[src/rtl/cc_vector_sequencer.sv]
// ============================================================================
// Module   : cc_vector_sequencer
// Brief    : Exhaustive self-test sweep for a 3-input combinational cell.
//            Drives {x,y,z} = 0..7, samples d after a settle interval and
//            compares it against a latched 8-entry truth table.
// Revision : 1.0 - initial release
// ============================================================================
`default_nettype none

module cc_vector_sequencer #(
    parameter int SETTLE_CYCLES = 2
) (
    input  logic       clk,
    input  logic       rst,
    input  logic       start,
    input  logic       abort,
    input  logic [7:0] exp_tt,
    input  logic       d,
    output logic       x,
    output logic       y,
    output logic       z,
    output logic       busy,
    output logic       done,
    output logic       pass,
    output logic [7:0] fail_mask,
    output logic [3:0] fail_count
);

    localparam logic [3:0] c_cnt_last = 4'(SETTLE_CYCLES - 1);

    typedef enum logic [1:0] {
        ST_IDLE = 2'd0,
        ST_RUN  = 2'd1,
        ST_DONE = 2'd2
    } state_t;

    state_t     r_state, w_state_nxt;
    logic [2:0] r_vec, w_vec_nxt;
    logic [3:0] r_cnt, w_cnt_nxt;
    logic [7:0] r_exp, w_exp_nxt;
    logic [7:0] r_mask, w_mask_nxt;
    logic [3:0] r_count, w_count_nxt;
    logic       r_pass, w_pass_nxt;
    logic [2:0] r_xyz, w_xyz_nxt;
    logic       w_hit;

    always_ff @(posedge clk or posedge rst) begin
        if (rst) begin
            r_state <= ST_IDLE;
            r_vec   <= 3'd0;
            r_cnt   <= 4'd0;
            r_exp   <= 8'd0;
            r_mask  <= 8'd0;
            r_count <= 4'd0;
            r_pass  <= 1'b0;
            r_xyz   <= 3'd0;
        end else begin
            r_state <= w_state_nxt;
            r_vec   <= w_vec_nxt;
            r_cnt   <= w_cnt_nxt;
            r_exp   <= w_exp_nxt;
            r_mask  <= w_mask_nxt;
            r_count <= w_count_nxt;
            r_pass  <= w_pass_nxt;
            r_xyz   <= w_xyz_nxt;
        end
    end

    always_comb begin
        w_state_nxt = r_state;
        w_vec_nxt   = r_vec;
        w_cnt_nxt   = r_cnt;
        w_exp_nxt   = r_exp;
        w_mask_nxt  = r_mask;
        w_count_nxt = r_count;
        w_pass_nxt  = r_pass;
        w_xyz_nxt   = r_xyz;
        // Written as if/else so an unknown d falls through as a mismatch
        w_hit = 1'b0;
        if (d == r_exp[r_vec]) begin
            w_hit = 1'b1;
        end

        case (r_state)
            ST_IDLE: begin
                if (start) begin
                    w_state_nxt = ST_RUN;
                    w_exp_nxt   = exp_tt;
                    w_mask_nxt  = 8'd0;
                    w_count_nxt = 4'd0;
                    w_pass_nxt  = 1'b0;
                    w_vec_nxt   = 3'd0;
                    w_cnt_nxt   = 4'd0;
                    w_xyz_nxt   = 3'd0;
                end
            end
            ST_RUN: begin
                if (abort) begin
                    w_state_nxt = ST_IDLE;
                    w_pass_nxt  = 1'b0;
                    w_vec_nxt   = 3'd0;
                    w_cnt_nxt   = 4'd0;
                    w_xyz_nxt   = 3'd0;
                end else if (r_cnt == c_cnt_last) begin
                    if (!w_hit) begin
                        w_mask_nxt[r_vec] = 1'b1;
                        w_count_nxt       = r_count + 4'd1;
                    end
                    w_cnt_nxt = 4'd0;
                    if (r_vec == 3'd7) begin
                        w_state_nxt = ST_DONE;
                        w_vec_nxt   = 3'd0;
                        w_xyz_nxt   = 3'd0;
                        w_pass_nxt  = (w_mask_nxt == 8'd0);
                    end else begin
                        w_vec_nxt = r_vec + 3'd1;
                        w_xyz_nxt = r_vec + 3'd1;
                    end
                end else begin
                    w_cnt_nxt = r_cnt + 4'd1;
                end
            end
            ST_DONE: begin
                w_state_nxt = ST_IDLE;
            end
            default: begin
                w_state_nxt = ST_IDLE;
                w_xyz_nxt   = 3'd0;
            end
        endcase
    end

    assign x          = r_xyz[2];
    assign y          = r_xyz[1];
    assign z          = r_xyz[0];
    assign busy       = (r_state != ST_IDLE);
    assign done       = (r_state == ST_DONE);
    assign pass       = r_pass;
    assign fail_mask  = r_mask;
    assign fail_count = r_count;

endmodule

`default_nettype wire
[config.mk]
export PLATFORM = sky130hd
export DESIGN_NAME = cc_vector_sequencer
export DESIGN_NICKNAME = d
export VERILOG_FILES = /design/src/rtl/cc_vector_sequencer.sv
export SDC_FILE = /design/constraint.sdc
export NUM_CORES = 1
export LEC_CHECK = 0
export ABC_AREA = 1
export BUFFER_PORTS_ARGS = -buffer_cell sky130_fd_sc_hd__buf_2
export CORE_AREA = 2 2 70 72
export DETAILED_ROUTE_END_ITERATION = 16
export DIE_AREA = 0 0 72 74
export PLACE_DENSITY_LB_ADDON = 0.08
export SYNTH_ARGS = -nofsm -noshare
export SYNTH_HDL_FRONTEND = slang
export SYNTH_SLANG_ARGS = --single-unit
[constraint.sdc]
create_clock -name clk -period 1.72 [get_ports clk]
set_input_delay 0.344 -clock clk [delete_from_list [all_inputs] [get_ports clk]]
set_output_delay 0.344 -clock clk [all_outputs]
set_load 0.1 [all_outputs]
==> flow_summary.toml <==
[outcome]
status = "finished clean"

[synth]
ys_types = 27
seq_area_frac_synth_pct = 46.6
synth_area_leaders = "dfrtp_1 (47%), nand2_1 (12%), inv_1 (6.6%), o21ai_0 (4.5%), nor2_1 (3.8%)"
synth_ff_type = "dfrtp_1"
syn_area_mm2 = 0.00177
syn_inst = 216
synthTopCellsByCount = "nand2_1 (55), dfrtp_1 (33), inv_1 (31)"
ys_seq_elements = 33
synth_edf_count = 0
async_flop_share_pct = 100
yosysWarnings = 0
yosysTopAreaCellShare_pct = 46.6
syn_nets = 234
yosysTopAreaCell = "dfrtp_1"
synth_most_common_cell = "nand2_1"
syn_avg_cell_area_um2 = 8.21

[worst_setup_path]
crit_path_max_fanout = 3
startpoint = "r_state[0]"
cp-start-kind = "flip-flop"
arrival_ns = 1.27
critical_path_class = "flip-flop to primary output"
reg2reg_slack_ns = 0.11
required_ns = 1.38
setup.worst_path.end_class = "primary output"
r2r_start = "r_vec[0]"

[clock_tree]
cts_tree = "yes"
cts-root-buf = "clkbuf_8"
cts.sinks = 33
numCtsBuffers = 5
htreeDepth = 2
clk_pin_slew_ns = 0.07
clk_latency_ns = 0.29
cts_buffer_depth = 2

[run]
maxCapViolCount = 0

[layout]
fin_area_mm2 = 0.00222
final_cells = 321
area_growth_syn_to_layout_pct = 25.3
antenna_cells = 0
layout-drive-gt1-share_pct = 31.1
fin_nets = 284

[power]
p_leak_uw = 0.00119
peakVddDrop_v = 0.000592
powerDensity_mw_per_mm2 = 1840

[sta]
fmax_mhz = 618
hold_violations = 0
fin_crit_sh_pct = 94.1
tightest_slew_ns = 0.491
skew_ns = 0.00838
report.final.slew_viol_count = 0
grt_setup_unrepaired = "true"
tns_ns = 0
slew-limit-headroom_pct = 67.5
setup_viol = 0
fin_crit_ns = 1.62

[floorplan]
initial_core_util_pct = 38.6
die-area_mm2 = 0.00533
die_h_um = 74
die_w_um = 72
rows = 25
core-area_mm2 = 0.00460
io_pins = 31

[placement]
hpwl_mm = 2.81
place_area_mm2 = 0.00208
dp.cells = 309
globalplace.congestion = 0.756
io_buffers = 30

[grt]
grt_max_degree = 34
grt_pass1_wl_mm = 6.56
antenna_found_initial = 0
grt_pass1_vias = 1467
grtUsageTotal_pct = 16.2
gr-total-overflow = 0

[drt]
ant_nets = 0
detail_route.wl_per_cell_um = 11.8
via_per_inst = 4.68
first_pass_iters = 4
drtIter0Drc = 68
routed-via-count = 1503
drc = 0
routed_wl_mm = 3.77

[min_path]
hp-class = "input port to asynchronous set/reset pin"
timing repair:
| item | 4_1_cts | 5_1_grt |
|---|---|---|
| hold buffers | 0 | 0 |
| buffers inserted | 0 | 4 |
| setup endpoints to repair | 0 | 11 |
| endpoints found under the hold margin | 0 | 0 |
| resized for setup | 0 | 8 |
critical path, cell delays in order, from the launching register on:
cell	delay [ns]
dfrtp_1	0.39
nor2_1	0.09
inv_1	0.08
buf_2	0.43
state kept, by name, indices dropped and copies added, names as in the netlist:
register,cells
r_vec,3
fail_count,4
r_state,2
r_exp,8
fail_mask,8
pass,1
r_cnt,4
r_xyz,3
per-stage QoR:
step                      setup slack, ns  hold slack [ns]  utilization [%]  power, uW
after floorplan                   -0.0675            0.449                -       2920
after global placement             0.0542            0.465             45.1       3420
after detailed placement           0.0439            0.469             45.1       3420
after CTS                          0.0144            0.153             47.3       4090
after global routing              -0.0331            0.186             48.3       4420
final                               0.102            0.132             48.3       4090
worst paths after layout:
check                      depth (start not counted)       endpoint
max                                                3           busy
min                                                3  fail_count[3]
max reg2reg                                       13           pass
min reg2reg                                        2       r_exp[7]
max in group asynchronous                          3       r_vec[2]
min in group clk                                   3       r_exp[6]
cell type report:
class	instances	area [um^2]
repair buffers	45	278
flip-flops and latches	33	830
clock buffers	7	96.3
well taps	54	67.6
fillers	450	2380
inverters	34	128
multi-input cells	147	817
clock inverters	1	5.00
power by group:
part	switching [uW]	internal [uW]	leakage [uW]
combinational	1630	642	0.000703
sequential	159	1010	0.000433
clock	287	362	0.0000542
total	2080	2010	0.00119
cells by family (layout without fill, tap and decap cells):
| kind of cell | count (synthesis) | in the layout | synth area share, % |
|---|---|---|---|
| and+or+nand+nor | 101 | 101 | 25.9 |
| buffers and inverters | 36 | 87 | 8.04 |
| AOI/OAI and AO/OA | 37 | 37 | 14.0 |
| xor gates and xnor gates | 4 | 4 | 1.98 |
| adders and majority gates | 5 | 5 | 3.53 |
| DFF | 33 | 33 | 46.6 |
routing by layer:
metal	up-vias	GRT usage (%)	routed length [um]
met4	0	6.29	58
met1	686	20.6	1810
met2	22	26.6	1780
met5	-	0	0
met3	6	4.07	123
li1	789	-	-
placed cells by master (no fill, tap or decap), drive strengths merged:
master,count
nand2,62
buf,45
inv,34
dfrtp,33
nor2,22
o21ai,21
nand3,14
a21oi,7
clkbuf,7
ha,5
o22ai,3
o31ai,3
xnor2,2
o21a,2
nor3,2
xor2,2
o211ai,1
nand4,1
clkinv,1
(Power assumes the default switching activity.)
